--- src/rtl/alu_4bit_if.sv ---
// alu_4bit_if: operand/opcode inputs and registered result/carry outputs of the 4-bit ALU
interface alu_4bit_if;
  logic [3:0] a;
  logic [3:0] b;
  logic       cin;
  logic [1:0] s_op;
  logic [3:0] z;
  logic       cout;
  modport master (output a, b, cin, s_op, input z, cout);
  modport slave (input a, b, cin, s_op, output z, cout);
endinterface

--- src/rtl/alu_4bit.sv ---
// alu_4bit: four ripple-connected 1-bit ALU slices (add/sub/and/xor) feeding a result register
module alu_slice (
  input  logic       a_i,
  input  logic       b_i,
  input  logic       c_i,
  input  logic [1:0] s_op_i,
  output logic       z_o,
  output logic       c_o
);
  logic bb;
  logic p;
  always_comb begin
    bb = s_op_i[0] ? ~b_i : b_i;
    p = a_i ^ bb;
    c_o = (a_i & bb) | (c_i & p);
    z_o = s_op_i[1] ? (s_op_i[0] ? a_i ^ b_i : a_i & b_i) : p ^ c_i;
  end
endmodule

module alu_4bit (
  input  logic       clk,
  input  logic       rst,
  alu_4bit_if.slave  bus
);
  logic [4:0] carry;
  logic [3:0] z_d, z_q;
  logic       cout_d, cout_q;
  assign carry[0] = bus.cin;
  for (genvar i = 0; i < 4; i++) begin : g_slice
    alu_slice u_slice (
      .a_i   (bus.a[i]),
      .b_i   (bus.b[i]),
      .c_i   (carry[i]),
      .s_op_i(bus.s_op),
      .z_o   (z_d[i]),
      .c_o   (carry[i+1])
    );
  end
  // the ripple carry is meaningless for logic ops, so it never reaches cout there
  assign cout_d = bus.s_op[1] ? 1'b0 : carry[4];
  always_ff @(posedge clk) begin
    if (rst) begin
      z_q <= 4'b0000;
      cout_q <= 1'b0;
    end else begin
      z_q <= z_d;
      cout_q <= cout_d;
    end
  end
  assign bus.z = z_q;
  assign bus.cout = cout_q;
endmodule

--- src/flat_wrapper.sv ---
// flat-port wrapper written by rule: the top's interface ports become plain ports
module alu_4bit_flat 
  (clk, rst, bus_a, bus_b, bus_cin, bus_s_op, bus_z, bus_cout);
  alu_4bit_if bus_i ();
  input  logic clk;
  input  logic rst;
  input wire logic [$bits(bus_i.a)-1:0] bus_a;
  input wire logic [$bits(bus_i.b)-1:0] bus_b;
  input wire logic [$bits(bus_i.cin)-1:0] bus_cin;
  input wire logic [$bits(bus_i.s_op)-1:0] bus_s_op;
  output wire logic [$bits(bus_i.z)-1:0] bus_z;
  output wire logic [$bits(bus_i.cout)-1:0] bus_cout;
  assign bus_i.a = bus_a;
  assign bus_i.b = bus_b;
  assign bus_i.cin = bus_cin;
  assign bus_i.s_op = bus_s_op;
  assign bus_z = bus_i.z;
  assign bus_cout = bus_i.cout;
  alu_4bit u_core (.clk(clk), .rst(rst), .bus(bus_i));
endmodule
--- config.mk ---
export PLATFORM = sky130hd
export DESIGN_NAME = alu_4bit_flat
export DESIGN_NICKNAME = d
export VERILOG_FILES = /design/src/rtl/alu_4bit_if.sv /design/src/rtl/alu_4bit.sv /design/src/flat_wrapper.sv
export SDC_FILE = /design/constraint.sdc
export NUM_CORES = 1
export LEC_CHECK = 0
export CORE_AREA = 3 3 40 42
export DETAILED_ROUTE_END_ITERATION = 8
export DIE_AREA = 0 0 43 45
export SLEW_MARGIN = 20
export SYNTH_ARGS = -nofsm -noshare
export SYNTH_HDL_FRONTEND = slang
export SYNTH_SLANG_ARGS = --single-unit
export TNS_END_PERCENT = 10
--- constraint.sdc ---
create_clock -name clk -period 2.35 [get_ports clk]
set_input_delay 0.235 -clock clk [delete_from_list [all_inputs] [get_ports clk]]
set_output_delay 0.235 -clock clk [all_outputs]
set_load 0.1 [all_outputs]
==> results <==
[worst paths after layout]
check	from	end	cells past startpoint
worst min-delay path	rst	u_core.bus.z[0]$_SDFF_PP0_	2
worst max-delay path	bus_a[0]	u_core.bus.z[3]$_SDFF_PP0_	9
[worst max-delay path, cell delays in order]
cell             delay (ns)
clkdlybuf4s50_1        0.51
fa_2                   0.20
inv_1                  0.05
fa_2                   0.33
fa_2                   0.33
inv_1                  0.08
fa_1                   0.40
nor2_1                 0.10
a211oi_1               0.06
[final cells by class]
type	count	area, um2	area share
Inverter	4	15.0	0.0243
Multi-Input combinational cell	25	279	0.452
Tap cell	15	18.8	0.0304
Clock buffer	4	26.3	0.0426
Timing Repair Buffer	20	178	0.288
Sequential cell	5	100	0.162
[power by group through the flow]
stage | Sequential, uW | Clock, uW | Combinational, uW
6_report | 96.3 | 97.0 | 165
5_1_grt | 97.2 | 113 | 180
4_1_cts | 96.4 | 103 | 167
3_5_place_dp | 97.9 | 0 | 164
3_3_place_gp | 97.5 | 0 | 162
2_1_floorplan | 164 | 0 | 48.9
[per-stage QoR]
stage	instance area (um2)	util	power (uW)	worst slack [ns]	setup TNS [ns]
floorplan	398	-	213	0.167	0
global placement	578	0.450	259	-0.307	-0.375
detailed placement	578	0.450	262	-0.350	-0.451
CTS	617	0.480	367	0.158	0
global route	617	0.480	390	0.0845	0
finish	617	0.480	358	0.168	0
[flip-flops by register name (all words and copies together), names as in the netlist]
signal	cells
u_core.bus.z	4
u_core.bus.cout	1
[kinds of logic (layout without fill, tap and decap cells)]
kind of cell | count (synthesis) | in the layout
AOI/OAI and AO/OA | 4 | 4
xor gates and xnor gates | 4 | 4
adders and majority gates | 8 | 8
buffers and inverters | 6 | 28
DFF | 5 | 5
muxes | 4 | 4
and+or+nand+nor | 5 | 5
[metal layers]
layer | GRT usage | vias up | part of all wire
met5 | 0 | - | 0
met4 | 0.145 | 0 | 0.051
met3 | 0.0159 | 4 | 0.077
met2 | 0.117 | 15 | 0.44
met1 | 0.108 | 129 | 0.43
li1 | - | 161 | -
[cell usage after synthesis, drive strengths merged]
master  count
dfxtp       5
a211oi      4
fa          4
ha          4
inv         4
mux2i       4
buf         2
nor2        2
xnor2       2
xor2        2
and2b       1
nor2b       1
nor3b       1
[timing repair]
action,in CTS,in global routing
gates resized for setup,6,0
endpoints found under the setup margin,1,0
setup buffers,0,0
hold buffers,0,0
==> results_dict.tcl <==
set metrics [dict create \
    start_util 0.310 \
    power.density_mw_per_mm2 581 \
    cts_tree "built" \
    hold-worst-slack_ns 0.663 \
    cts_root_buffer "clkbuf_4" \
    vias 309 \
    instances_no_fill 73 \
    core-area_mm2 0.00128 \
    routed_wl_um 703 \
    p_int_uw 218 \
    yosys.area_share.simple 0.0723 \
    synth_cell_types 14 \
    worst_slew_pin_slew_ns 0.292 \
    first_pass_iters 2 \
    htreeDepth 1 \
    antenna_found_initial 0 \
    synth_top_family_by_area "adder cells" \
    synth_compound_area_frac 0.0755 \
    mostFrequentLayoutCells "clkdlybuf4s50_1 (10), buf_4 (8), dfxtp_1 (5)" \
    muxShareOfSynthArea 0.101 \
    outcome "finished, final reports clean" \
    synth_cells 36 \
    ir_drop_mv 0.172 \
    avgSynthCellArea_um2 11.1 \
    clkPwrFrac 0.271 \
    cts.clk_slew.worst_paths_ns 0.04 \
    period_minus_slack_ns 2.18 \
    endpoint_kind "register" \
    p_sw_frac 0.392 \
    drtAntennaViolNets 0 \
    ys_seq_elements 5 \
    power_frac_seq 0.269 \
    required_ns 2.46 \
    diodes 0 \
    cp.arrival_ns 2.29 \
    synth_top_area_cell "dfxtp_1" \
    drt_iter0_markers 1 \
    grt_max_degree 10 \
    setup_violations 0 \
    grt_usage 0.0930 \
    synth_top_area_frac 0.252 \
    die_y_um 45 \
    clock_sinks 5 \
    fillers 122 \
    synth_nets 57 \
    area_delta_synth_final_pct 55.0 \
    cap_violations 0 \
    die_x_um 43 \
    final_net_count 80 \
    rsz0062_at_grt "no" \
    post-route-drc-count 0 \
    crit_type "input port to register" \
    portBuffers 17 \
    p_sw_uw 141 \
    die-area_mm2 0.00194 \
    drive_above_1_share 0.259 \
    combPwrFrac 0.461 \
    p_leak_uw 0.000280 \
    post-dp-hpwl_um 610 \
    maxSlewViolCount 0 \
    grt_pass1_wl_um 1190 \
    clock_path_buffers 2 \
    ys_seq_area_frac 0.252 \
    fin_crit_sh 0.928 \
    yosys_warnings 0 \
    syn_area_um2 398 \
    cts_buffers 3 \
    hold_viol 0 \
    wl_per_cell_um 9.63 \
    post-place-cells 69 \
    gp_congestion 0.701 \
    synth_adder_area_share 0.327 \
    vias_per_cell 4.23 \
    io_pins 18 \
    crit_path_start_kind "input port" \
    crit_fanout 2 \
    relSlewSlack 0.805 \
    final_common_cell "clkdlybuf4s50_1" \
    floorplan.rows 13 \
    hold_class "input port to register" \
    grt_pass1_vias 288 \
    globalRouteOverflowTotal 0 \
    synth_area_leaders "dfxtp_1 (25%), fa_1 (20%), ha_1 (13%), mux2i_1 (10%), a211oi_1 (7.5%)" \
    synth-xor-area-share 0.0881 \
    timing.fmax_ghz 0.458 \
]
No activity file was read; power rests on OpenSTA's default activity.
==> edit 1 (same flow settings) <==
`z_q` no longer has a reset.
--- a/src/rtl/alu_4bit.sv
+++ b/src/rtl/alu_4bit.sv
@@ -40,12 +40,14 @@
   assign cout_d = bus.s_op[1] ? 1'b0 : carry[4];
   always_ff @(posedge clk) begin
     if (rst) begin
-      z_q <= 4'b0000;
       cout_q <= 1'b0;
     end else begin
-      z_q <= z_d;
       cout_q <= cout_d;
     end
+  end
+
+  always_ff @(posedge clk) begin
+    z_q <= z_d;
   end
   assign bus.z = z_q;
   assign bus.cout = cout_q;
Function: changed (Yosys sat finds a counterexample within 4 cycles, from zero or initial values and one cycle with rst high).
==> edit 1 against the unedited design <==
  * Die area unchanged
  * Wire length increased by 4.1%
  * Worst hold slack got worse by 120 ps
  * Via count decreased by 5.8%
  * Area after synthesis decreased by 4.1%
  * Count of clock-buffer cells in the layout unchanged
  * Total power increased by 15%
  * Critical path depth unchanged
  * Worst setup slack improved by 22 ps
  * Final cell count decreased by 2.7%
  * Sequential cell count unchanged
  * Cell area decreased by 2.6%
  * Critical endpoint is now u_core.bus.z[3]
  * Highest routed layer is now met3
==> edit 1: results (changes against the unedited design) <==
outcome=finished, final reports clean (unchanged); CTS Buf Count=3 (unchanged); diode count=0 (unchanged); share of layout cells above drive strength 1=25.0% (was 25.9%); DP HPWL=590 um (was 610 um); Crit path max-delay family=adder cells (unchanged); Seq power=0.103 mW (was 0.0963 mW); pre-CTS setup slack=-286 ps (was -350 ps); Leakage=0.283 nW (was 0.280 nW); flip-flop count of the largest register after layout=4 (unchanged); sequential area share after synthesis=26.2% (was 25.2%); slowest stage delay, CP=500 ps; Worst Tran Pin Value=301 ps (was 292 ps); all-layer global routing usage=8.14% (was 9.30%); largest net degree at the start of global routing=8 (was 10); Reg power frac=25.0% (was 26.9%); WL per Instance=10.3 um (was 9.63 um); CP arrival=2270 ps (was 2290 ps); Max IR drop VDD=0.188 mV (was 0.172 mV); top post-synthesis cells by area=dfxtp_1 26%, fa_1 21%, mux2i_1 16% (was dfxtp_1 25%, fa_1 20%, ha_1 13%); Ys Warns=0 (unchanged); crit-path max FO=1 (was 2); Root Driver=clkbuf_4 (unchanged); vias in the first global route=253 (was 288); CTS max path bufs=2 (unchanged); Remaining DRCs=0 (unchanged); H-Tree Level Count=1 (unchanged); Tightest Hold Check Type=input pin to flop (unchanged); global-route wire length before repair=1.05 mm (was 1.19 mm); Syn Nets=55 (was 57); via count=291 (was 309); ys async rst share=0% (unchanged); nets@finish=78 (was 80); dpl cell area=564 um^2 (was 578 um^2); synth unique cells=12 (was 14); Switching Fraction=44.7% (was 39.2%); CTS clk-pin slew, worst paths=40 ps (about the same); most instantiated cells after synthesis=6 x mux2i_1, 5 x dfxtp_1, 4 x fa_1, 4 x ha_1, 4 x inv_1; number of I/O port buffers=17 (unchanged); crit path from=bus_cin (was bus_a[0]); initial drt markers=1 (unchanged); Top FF cell, synth=dfxtp_1 (unchanged); Final Hold Vio Count=0 (unchanged); fmax=463 MHz (was 458 MHz); Setup crit end=u_core.bus.z[3] (unchanged); RePlAce Congestion=0.666 (was 0.701); Logic pwr share=50.9% (was 46.1%)
==> edit 1: changes by cell type after synthesis, sizes merged <==
cell,delta
a21oi,+2
mux2i,+2
and2b,-1
nor2b,-1
a211oi,-4
==> edit 1: logic make-up after synthesis <==
logic type | Yosys count | synth area share (%)
AND/OR/NAND/NOR | 3 | 3.94
adder cells (fa/ha/maj) | 8 | 34.1
multiplexers | 6 | 15.7
buffers and inverters | 6 | 8.19
XOR/XNOR | 4 | 9.18
flip-flops | 5 | 26.2
AO/OA/AOI/OAI | 2 | 2.62
==> edit 1: how the worst min path moves through the flow <==
stage	from	end	slack, ps	cells past startpoint
floorplan	rst	u_core.bus.cout	310	1
global placement	u_core.bus.z[2]	bus_z[2]	730	1
detailed placement	u_core.bus.z[0]	bus_z[0]	730	1
CTS	rst	u_core.bus.cout	530	2
global route	rst	u_core.bus.cout	530	2
finish	rst	u_core.bus.cout	540	2
==> edit 1: repair_timing <==
action	in CTS	in global routing
buffers inserted	0	0
resized for setup	5	0
setup endpoints to repair	1	0
==> edit 1: through the flow <==
step	cells	util [%]	TNS, ps
2_1_floorplan	34	-	0
3_3_place_gp	67	43.9	-320
3_5_place_dp	67	43.9	-318
4_1_cts	71	46.7	0
5_1_grt	71	46.7	0
6_report	71	46.7	0
==> edit 1: cell type report <==
| cell class | count | area [um^2] |
|---|---|---|
| clock buffer | 4 | 26.3 |
| timing repair buffer | 20 | 178 |
| fill | 127 | 684 |
| sequential | 5 | 100 |
| inverter | 4 | 15.0 |
| tap | 15 | 18.8 |
| multi-input combinational | 23 | 263 |
==> edit 1: per-layer routing <==
metal	share of wire [%]	up-vias	global-route usage (%)
li1	-	154	-
met1	41	131	8.64
met2	53	6	12.3
met3	5.5	0	1.20
met4	0	0	10.8
met5	0	-	0
==> edit 2 (same settings) <==
Made on the original files. Make the reset (`rst`) asynchronous in one clocked block.
--- a/src/rtl/alu_4bit.sv
+++ b/src/rtl/alu_4bit.sv
@@ -38,7 +38,7 @@
   end
   // the ripple carry is meaningless for logic ops, so it never reaches cout there
   assign cout_d = bus.s_op[1] ? 1'b0 : carry[4];
-  always_ff @(posedge clk) begin
+  always_ff @(posedge clk or posedge rst) begin
     if (rst) begin
       z_q <= 4'b0000;
       cout_q <= 1'b0;
Formal check against the unedited RTL: differs if rst is asserted again (counterexample within 4 cycles, from zero or initial values and one cycle with rst high); with rst held inactive, the same outputs for 10 cycles.
==> edit 2 against the unedited design <==
  * Synthesized cell count unchanged
  * Sequential cell count did not move
  * Combinational power rose by 35%
  * First-iteration DRC count rose to 4.0 times the old value
  * Largest cell class unchanged
  * Area after synthesis increased by 4.4%
  * Wire length is 2.8% lower
  * Via count decreased by 3.6%
  * Global-route usage is 0.44 points lower
  * Total power up 18%
  * Largest power group unchanged
  * Cell area increased by 0.41%
  * Fmax shrank 2.9%
  * Worst hold slack worse by 460 ps
  * Worst setup slack lost 65 ps
==> edit 2: results (changes against the unedited design) <==
number of fill cells=126 (was 122); Setup crit end=u_core.bus.z[3] (unchanged); Worst Tran Pin Value=282 ps (was 292 ps); crit-path max FO=2 (unchanged); WL per Instance=9.49 um (was 9.63 um); vias in the first global route=286 (was 288); CP arrival=2350 ps (was 2290 ps); first drt pass iteration count=4 (was 2); CTS Buf Count=3 (unchanged); slowest stage delay, CP=480 ps (was 510 ps); Tightest Hold Check Type=input pin to async pin (was input pin to flop); H-Tree Level Count=1 (unchanged); Root Driver=clkbuf_4 (unchanged); diode count=0 (unchanged); most instantiated cells after synthesis=7 x inv_1, 7 x mux2i_1, 5 x dfrtp_1; CTS max path bufs=2 (unchanged); Top FF cell, synth=dfrtp_1 (was dfxtp_1); Detailed Route WL=683 um (was 703 um); sequential area share after synthesis=30.1% (was 25.2%); nets@finish=79 (was 80); Mean Syn Cell Area=11.5 um^2 (was 11.1 um^2); DP HPWL=585 um (was 610 um); global-route met1 utilization=9.05% (was 10.8%); Ys Warns=0 (unchanged); initial drt markers=4 (was 1); CTS resizes=0 (was 6); top post-synthesis cells by area=dfrtp_1 30%, fa_1 19%, mux2i_1 17% (was dfxtp_1 25%, fa_1 20%, ha_1 13%); global-route wire length before repair=1.21 mm (was 1.19 mm); all-layer global routing usage=8.87% (was 9.30%); Crit path max-delay family=adder cells (unchanged); crit path from=bus_b[0] (was bus_a[0]); Post-CTS Setup Inserts=0 (unchanged); Inst Count DP=68 (was 69); CTS clk-pin slew, worst paths=40 ps (about the same); Final Hold Vio Count=0 (unchanged); flip-flop count of the largest register after layout=4 (unchanged); GR Util met3=5.18% (was 1.59%); via count=298 (was 309); number of I/O port buffers=17 (unchanged); RePlAce Congestion=0.613 (was 0.701); initial antenna violation count=0 (unchanged); ys async rst share=100% (was 0%); met2 Usage GRT=14.1% (was 11.7%); synth unique cells=11 (was 14); outcome=finished, final reports clean (unchanged); Max IR drop VDD=0.294 mV (was 0.172 mV); share of layout cells above drive strength 1=19.3% (was 25.9%); largest net degree at the start of global routing=8 (was 10); Syn Nets=57 (unchanged); Leakage=0.310 nW (was 0.280 nW); Worst path slowest cell=fa_1 (was clkdlybuf4s50_1)
-- edit 2: cell count changes after synthesis, sizes merged, moves of 3 or more --
cell	before	now
mux2i	4	7
inv	4	7
dfxtp	5	0
a211oi	4	0
dfrtp	0	5
-- edit 2: cell type report --
| class | instances | area share (%) |
|---|---|---|
| inverters | 7 | 4.24 |
| repair buffers | 19 | 27.9 |
| multi-input cells | 22 | 40.4 |
| clock buffers | 4 | 4.24 |
| flip-flops and latches | 5 | 20.2 |
| well taps | 15 | 3.03 |
-- edit 2: metal layers --
layer	share of wire (%)	vias up	wire length (um)
met5	0	-	0
met4	0.59	0	4
met2	46	10	312
met3	12	2	81
li1	-	155	-
met1	41	131	283
-- edit 2: kinds of logic after synthesis --
family,count (synthesis),synth area share [%]
simple gates,2,1.81
flops,5,30.1
xor+xnor,4,8.44
compound gates,1,1.20
fa+ha+maj,8,31.3
buf+inv,9,10.2
mux,7,16.9
-- edit 2: stage by stage --
stage               setup slack, ps  total power [mW]  utilization, %  instance area (um^2)  setup TNS, ps
floorplan                       235             0.271               -                   415              0
finish                          103             0.422            48.2                   619              0
global route                   28.2             0.454            48.2                   619              0
CTS                            37.8             0.427            48.0                   617              0
global placement               -191             0.329            46.0                   591           -266
detailed placement             -207             0.330            46.0                   591           -281
-- edit 2: how the worst min path moves through the flow --
stage,startpoint,endpoint,slack [ps],depth (start not counted)
final,rst,u_core.bus.z[0],200,2
after global routing,rst,u_core.bus.z[3],220,2
after CTS,rst,u_core.bus.z[0],200,2
after detailed placement,rst,u_core.bus.z[0],440,2
after global placement,rst,u_core.bus.z[0],450,2
after floorplan,rst,u_core.bus.cout,10,1
-- edit 2: where the power goes --
group / leakage, nW / switching (mW) / internal, mW
combinational: 0.235 / 0.156 / 0.0659
sequential: 0.0604 / 0.00364 / 0.101
clock: 0.0150 / 0.0308 / 0.0639
